==> src/rtl/apb_pkg.sv <==
// Shared types and defaults for the APB requester slice.
package apb_pkg;

    localparam int ADDR_W_DEF = 16;
    localparam int DATA_W_DEF = 16;
    localparam int CNT_W      = 8;

    typedef enum logic [1:0] {
        IDLE   = 2'd0,
        SETUP  = 2'd1,
        ACCESS = 2'd2,
        RESP   = 2'd3
    } state_t;

    typedef struct packed {
        logic                  write;
        logic [ADDR_W_DEF-1:0] addr;
        logic [DATA_W_DEF-1:0] wdata;
    } apb_req_t;

endpackage

==> src/rtl/apb_master_if.sv <==
// Request/response handshake plus APB bus, as seen by the requester (master)
// and by everything around it (slave).
interface apb_master_if
    import apb_pkg::*;
#(
    parameter int ADDR_W = ADDR_W_DEF,
    parameter int DATA_W = DATA_W_DEF
);
    logic              req_valid;
    logic              req_ready;
    logic              req_write;
    logic [ADDR_W-1:0] req_addr;
    logic [DATA_W-1:0] req_wdata;

    logic              rsp_valid;
    logic              rsp_ready;
    logic [DATA_W-1:0] rsp_rdata;
    logic              rsp_err;

    logic [1:0]        psel;
    logic              penable;
    logic              pwrite;
    logic [ADDR_W-1:0] paddr;
    logic [DATA_W-1:0] pwdata;
    logic [DATA_W-1:0] prdata;
    logic              pready;

    modport master (
        input  req_valid, req_write, req_addr, req_wdata, rsp_ready, prdata, pready,
        output req_ready, rsp_valid, rsp_rdata, rsp_err,
               psel, penable, pwrite, paddr, pwdata
    );

    modport slave (
        output req_valid, req_write, req_addr, req_wdata, rsp_ready, prdata, pready,
        input  req_ready, rsp_valid, rsp_rdata, rsp_err,
               psel, penable, pwrite, paddr, pwdata
    );
endinterface

==> src/rtl/apb_timeout_cnt.sv <==
// 8-bit wait-state counter; saturates at LIMIT, flags the increment that reaches it.
module apb_timeout_cnt
    import apb_pkg::*;
#(
    parameter int LIMIT = 15
) (
    input  logic clk,
    input  logic rst_n,
    input  logic clr,
    input  logic en,
    output logic last,
    output logic expired
);
    localparam logic [CNT_W-1:0] LIM = CNT_W'(LIMIT);

    logic [CNT_W-1:0] cnt;

    always_ff @(posedge clk or negedge rst_n) begin
        if (!rst_n)
            cnt <= '0;
        else if (clr)
            cnt <= '0;
        else if (en && cnt != LIM)
            cnt <= cnt + 1'b1;
    end

    // "last" means this enabled increment is the one that lands on LIMIT.
    assign last    = (cnt == LIM - 1'b1);
    assign expired = (cnt == LIM);
endmodule

==> src/rtl/apb_master.sv <==
// Single-outstanding APB requester: valid/ready command in, SETUP -> ACCESS
// on the bus, read data or timeout error out on a valid/ready response.
module apb_master
    import apb_pkg::*;
#(
    parameter int ADDR_W  = ADDR_W_DEF,
    parameter int DATA_W  = DATA_W_DEF,
    parameter int TIMEOUT = 15
) (
    input  logic          pclk,
    input  logic          preset,
    apb_master_if.master  bus
);
    state_t            state_q, state_d;
    logic              write_q;
    logic [ADDR_W-1:0] addr_q;
    logic [DATA_W-1:0] wdata_q;
    logic [DATA_W-1:0] rdata_q;
    logic              err_q;

    logic accept;
    logic cnt_en, cnt_last, cnt_expired;
    logic timeout_hit;
    logic [1:0] sel;

    assign accept      = bus.req_valid && bus.req_ready;
    assign cnt_en      = (state_q == ACCESS) && !bus.pready;
    // pready is checked first in the FSM, so a same-cycle pready beats the timeout.
    assign timeout_hit = cnt_en && (cnt_last || cnt_expired);

    apb_timeout_cnt #(.LIMIT(TIMEOUT)) u_tmo (
        .clk     (pclk),
        .rst_n   (preset),
        .clr     (accept),
        .en      (cnt_en),
        .last    (cnt_last),
        .expired (cnt_expired)
    );

    always_ff @(posedge pclk or negedge preset) begin
        if (!preset)
            state_q <= IDLE;
        else
            state_q <= state_d;
    end

    always_comb begin
        state_d = state_q;
        case (state_q)
            IDLE:    if (bus.req_valid) state_d = SETUP;
            SETUP:   state_d = ACCESS;
            ACCESS:  if (bus.pready || timeout_hit) state_d = RESP;
            RESP:    if (bus.rsp_ready) state_d = IDLE;
            default: state_d = IDLE;
        endcase
    end

    always_ff @(posedge pclk or negedge preset) begin
        if (!preset) begin
            write_q <= 1'b0;
            addr_q  <= '0;
            wdata_q <= '0;
            rdata_q <= '0;
            err_q   <= 1'b0;
        end else begin
            if (accept) begin
                write_q <= bus.req_write;
                addr_q  <= bus.req_addr;
                wdata_q <= bus.req_wdata;
            end
            if (state_q == ACCESS) begin
                if (bus.pready) begin
                    rdata_q <= write_q ? '0 : bus.prdata;
                    err_q   <= 1'b0;
                end else if (timeout_hit) begin
                    rdata_q <= '0;
                    err_q   <= 1'b1;
                end
            end
        end
    end

    always_comb begin
        sel = 2'b00;
        if (state_q == SETUP || state_q == ACCESS)
            sel[addr_q[ADDR_W-1]] = 1'b1;
    end

    // Bus strobes decode straight from state so an async reset drops them at once.
    assign bus.req_ready = preset && (state_q == IDLE);
    assign bus.psel      = sel;
    assign bus.penable   = (state_q == ACCESS);
    assign bus.pwrite    = write_q;
    assign bus.paddr     = addr_q;
    assign bus.pwdata    = wdata_q;
    assign bus.rsp_valid = (state_q == RESP);
    assign bus.rsp_rdata = rdata_q;
    assign bus.rsp_err   = err_q;
endmodule
==> src/flat_wrapper.sv <==
// flat-port wrapper written by rule: the top's interface ports become plain ports
module apb_master_flat import apb_pkg::*;
#(
    parameter int ADDR_W  = ADDR_W_DEF,
    parameter int DATA_W  = DATA_W_DEF,
    parameter int TIMEOUT = 15
)
  (pclk, preset, bus_req_valid, bus_req_write, bus_req_addr, bus_req_wdata, bus_rsp_ready, bus_prdata, bus_pready, bus_req_ready, bus_rsp_valid, bus_rsp_rdata, bus_rsp_err, bus_psel, bus_penable, bus_pwrite, bus_paddr, bus_pwdata);
  apb_master_if #(.ADDR_W(ADDR_W), .DATA_W(DATA_W)) bus_i ();
  input  logic pclk;
  input  logic preset;
  input wire logic [$bits(bus_i.req_valid)-1:0] bus_req_valid;
  input wire logic [$bits(bus_i.req_write)-1:0] bus_req_write;
  input wire logic [$bits(bus_i.req_addr)-1:0] bus_req_addr;
  input wire logic [$bits(bus_i.req_wdata)-1:0] bus_req_wdata;
  input wire logic [$bits(bus_i.rsp_ready)-1:0] bus_rsp_ready;
  input wire logic [$bits(bus_i.prdata)-1:0] bus_prdata;
  input wire logic [$bits(bus_i.pready)-1:0] bus_pready;
  output wire logic [$bits(bus_i.req_ready)-1:0] bus_req_ready;
  output wire logic [$bits(bus_i.rsp_valid)-1:0] bus_rsp_valid;
  output wire logic [$bits(bus_i.rsp_rdata)-1:0] bus_rsp_rdata;
  output wire logic [$bits(bus_i.rsp_err)-1:0] bus_rsp_err;
  output wire logic [$bits(bus_i.psel)-1:0] bus_psel;
  output wire logic [$bits(bus_i.penable)-1:0] bus_penable;
  output wire logic [$bits(bus_i.pwrite)-1:0] bus_pwrite;
  output wire logic [$bits(bus_i.paddr)-1:0] bus_paddr;
  output wire logic [$bits(bus_i.pwdata)-1:0] bus_pwdata;
  assign bus_i.req_valid = bus_req_valid;
  assign bus_i.req_write = bus_req_write;
  assign bus_i.req_addr = bus_req_addr;
  assign bus_i.req_wdata = bus_req_wdata;
  assign bus_i.rsp_ready = bus_rsp_ready;
  assign bus_i.prdata = bus_prdata;
  assign bus_i.pready = bus_pready;
  assign bus_req_ready = bus_i.req_ready;
  assign bus_rsp_valid = bus_i.rsp_valid;
  assign bus_rsp_rdata = bus_i.rsp_rdata;
  assign bus_rsp_err = bus_i.rsp_err;
  assign bus_psel = bus_i.psel;
  assign bus_penable = bus_i.penable;
  assign bus_pwrite = bus_i.pwrite;
  assign bus_paddr = bus_i.paddr;
  assign bus_pwdata = bus_i.pwdata;
  apb_master #(.ADDR_W(ADDR_W), .DATA_W(DATA_W), .TIMEOUT(TIMEOUT)) u_core (.pclk(pclk), .preset(preset), .bus(bus_i));
endmodule
==> config.mk <==
export PLATFORM = sky130hd
export DESIGN_NAME = apb_master_flat
export DESIGN_NICKNAME = d
export VERILOG_FILES = /design/src/rtl/apb_pkg.sv /design/src/rtl/apb_master_if.sv /design/src/rtl/apb_timeout_cnt.sv /design/src/rtl/apb_master.sv /design/src/flat_wrapper.sv
export SDC_FILE = /design/constraint.sdc
export NUM_CORES = 1
export LEC_CHECK = 0
export CORE_MARGIN = 3
export CORE_UTILIZATION = 45
export DETAILED_ROUTE_END_ITERATION = 8
export PLACE_DENSITY = 0.85
export SLEW_MARGIN = 15
export SYNTH_ARGS = -nofsm -noshare
export SYNTH_HDL_FRONTEND = slang
export SYNTH_SLANG_ARGS = --single-unit
==> constraint.sdc <==
create_clock -name pclk -period 6.9 [get_ports pclk]
set_clock_uncertainty 0.2 [all_clocks]
set_input_delay 1.38 -clock pclk [delete_from_list [all_inputs] [get_ports pclk]]
set_output_delay 1.38 -clock pclk [all_outputs]
set_load 0.01 [all_outputs]
==> out/results.tsv <==
stage	metric	value	unit
outcome	outcome	completed	
setup_path	Reg-to-Reg End	u_core.state_q[1]$_DFFE_PN0P_	
setup_path	slowest stage delay, CP	0.58	ns
die	die width	80.3	um
place	Area after DPL	3610	um^2
setup_path	CP startpoint kind	input port	
clock_tree	worst skew pair latency	0.32	ns
route	Initial DRC Count	93	
hold_path	Hold Crit Depth	2	
sta	unrepaired setup endpoints after global routing	false	
logic_synthesis	multiplexer share of the synthesized area	0.453	%
sta	relative slew slack	30.9	%
setup_path	CP endpoint kind	output pin	
clock_tree	CTS sink count	60	
sta	max frequency	0.226	GHz
setup_path	worst-path fanout max	62	
setup_path	slowest CP cell	buf_4	
layout	final instance area	3820	um^2
setup_path	crit path launch	preset	
grt	pin count of the biggest net entering global routing	63	
clock_tree	clock slew at the register clock pins of the worst setup and hold paths	0.06	ns
layout	Register Area	1500	um^2
setup_path	worst r2r path cells	5	
route	Avg WL per Cell	13.6	um
sta	Final Max Tran Viols	0	
power_and_ir_drop	Pleak	1.81	nW
grt	vias in the first global route	2129	
logic_synthesis	largest family of logic cells by synthesized area	simple AND/OR/NAND/NOR gates	
logic_synthesis	Seq/Total Area, Yosys	60.4	%
logic_synthesis	Post-Synth Simple-Gate Area	22.5	%
logic_synthesis	Compound-Gate Fraction of Synth Area	9.47	%
power_and_ir_drop	Total Power	0.00164	W
setup_path	crit-path cells	buf_2 > buf_4 > and2_1 > clkdlybuf4s50_1	
sta	final hold vios	0	
setup_path	Required @ worst endpoint	5.32	ns
sta	fin crit share	64.2	%
place	dpl hpwl	3.97	mm
clock_tree	CTS tree	yes	
clock_tree	post-CTS resize count	0	
power_and_ir_drop	pwr/cell area	429	nW/um^2
route	DRT antenna net count	0	
route	Pre-Repair DR Iteration Count	4	
setup_path	crit path kind	input port to output pin	
setup_path	CP Buf/Inv Count	3	
logic_synthesis	adder-cell area share of the yosys netlist	3.02	%
clock_tree	H-tree levels	3	
clock_tree	maximum root-to-sink buffer count	2	
grt	gr ovfl total	0	
clock_tree	clock root cell	clkbuf_8	
hold_path	Hold Startpoint	u_core.bus.paddr[4]$_DFFE_PN0N_	
layout	synthesis-to-layout area growth	53.6	%
layout	Nets	416	
layout	# diodes	0	
logic_synthesis	YS warnings	0	
setup_path	worst r2r src	u_core.u_tmo.cnt[0]$_DFFE_PN0P_	
place	PortBufs	108	
die	Die H	80.3	um
power_and_ir_drop	peak supply drop	290	uV
die	core area	5240	um^2
sta	Fin Setup TNS	0	ns
place	placed insts	415	
clock_tree	Inserted Clock Buffers	9	
layout	multi-input logic area	911	um^2
logic_synthesis	Syn Area/Cell	10.0	um^2
layout	fin cells	430	
clock_tree	cts hold-fix bufs	0	
route	DR vias	2094	
layout	# fillers	377	
setup_path	Worst R2R Setup Slack	4.68	ns
job	Max-Cap Viols	0	
grt	first-pass GRT wire length	9.45	mm
die	Initial Utilization	47.4	%
sta	Final setup violation count	0	
route	total routed wirelength	5.83	mm
grt	gr usage total	18.9	%
die	row count	26	
die	DIE AREA	6450	um^2
clock_tree	setup bufs post-CTS	0	
route	DRC viols	0	
logic_synthesis	Yosys cell types	35	
route	Vias per Instance	4.87	
layout	layout cell share with drive strength beyond 1	6.94	%
logic_synthesis	Cell Area, Synth	2480	um^2
setup_path	crit-path leading delay family	buffers and inverters	
setup_path	worst path arrival time	2.85	ns
hold_path	hold endpoint	u_core.bus.paddr[4]$_DFFE_PN0N_	
grt	antenna violations before repair	0	
logic_synthesis	syn nets	308	
place	GP Congestion	0.761	
sta	worst slew pin tran	1.03	ns
sta	min Tclk post-route	4.43	ns
logic_synthesis	synthesis-stage register bit count	60	
hold_path	Worst Hold Class	register to register	
logic_synthesis	Mapped Cells	248	
logic_synthesis	xor/xnor share of the synthesized area	1.06	%
die	boundary pin count	109	
sta	worst-case hold slack	0.272	ns
-- worst max-delay path by stage --
stage | to | slack (ns) | depth (start not counted)
5_1_grt | bus_req_ready | 2.31 | 4
3_5_place_dp | bus_req_ready | 2.42 | 4
2_1_floorplan | bus_req_ready | 3.77 | 1
6_report | bus_req_ready | 2.47 | 4
3_3_place_gp | bus_req_ready | 2.43 | 4
4_1_cts | bus_req_ready | 2.43 | 4
-- Yosys cell counts (all sizes together) --
library cell / number / area, um^2
a21oi: 7 / 38.8
nor3: 3 / 15.0
nand3: 2 / 10.0
and2b: 1 / 8.76
dfrtp: 60 / 1500
o32a: 1 / 11.3
inv: 6 / 22.5
mux2: 1 / 11.3
nor2b: 2 / 12.5
xnor2: 1 / 8.76
or4: 1 / 11.3
o22ai: 1 / 6.26
a22o: 15 / 131
a41oi: 1 / 8.76
o41a: 1 / 11.3
a211oi: 1 / 7.51
and2: 3 / 18.8
nand4b: 1 / 8.76
buf: 2 / 12.5
ha: 6 / 75.1
clkbuf: 11 / 41.3
nor2: 5 / 18.8
nand4: 2 / 12.5
and3: 1 / 6.26
and4b: 2 / 20.0
nand2: 103 / 387
nor4: 1 / 12.5
or3: 2 / 17.5
o21ai: 2 / 10.0
a32o: 1 / 10.0
xor2: 2 / 17.5
-- layout by cell type, fill, tap and decap left out, types with 4 or more instances in the layout --
cell / synthesis / layout
a21oi_1: 6 / 6
dfrtp_1: 60 / 60
clkbuf_8: 0 / 9
clkinv_2: 0 / 4
inv_1: 6 / 6
ha_1: 6 / 6
a22o_1: 15 / 15
nor2_1: 5 / 5
clkdlybuf4s50_1: 0 / 107
nand2_1: 103 / 103
-- sequential cells by signal, summed over array words and instances, names as in the netlist --
register and cells:
u_core.bus.pwrite 1, u_core.u_tmo.cnt 8, u_core.bus.rsp_err 1, u_core.bus.paddr 16, u_core.state_q 2, u_core.bus.pwdata 16
u_core.bus.rsp_rdata 16
-- metal layers --
layer | wire length [um] | global-route usage, %
met1 | 2530 | 21.9
met3 | 542 | 7.29
met4 | 90 | 8.11
met2 | 2670 | 31.1
met5 | 0 | 0
-- cell type report --
class                   count  share of cell area [%]
multi-input cells         169                    23.9
clock inverters             6                    2.10
flip-flops and latches     60                    39.3
well taps                  70                    2.29
inverters                   6                   0.590
repair buffers            110                    28.6
clock buffers               9                    3.24
-- worst reg2reg max path, cell delays in order, from the launching register on --
cell and delay (ns):
dfrtp_1 0.44, ha_1 0.33, nor2_1 0.11, or4_4 0.53, a21oi_2 0.17, mux2_1 0.33
-- power by group --
group | switching [W] | total (W) | internal (W)
clock network | 0.000127 | 0.000326 | 0.000199
registers | 0.0000946 | 0.000602 | 0.000508
logic | 0.000305 | 0.000710 | 0.000405
-- kinds of logic (layout without fill, tap and decap cells) --
group / Yosys count / after routing
and+or+nand+nor: 129 / 129
DFF: 60 / 60
AOI/OAI and AO/OA: 30 / 30
buffers and inverters: 19 / 131
adders and majority gates: 6 / 6
xor gates and xnor gates: 3 / 3
muxes: 1 / 1
-- stage by stage --
stage | worst slack, ns | util, %
CTS | 2.43 | 72.8
global route | 2.31 | 72.9
global placement | 2.43 | 68.9
finish | 2.47 | 72.9
detailed placement | 2.42 | 68.9
floorplan | 3.77 | -
No activity file was read; power rests on OpenSTA's default activity.
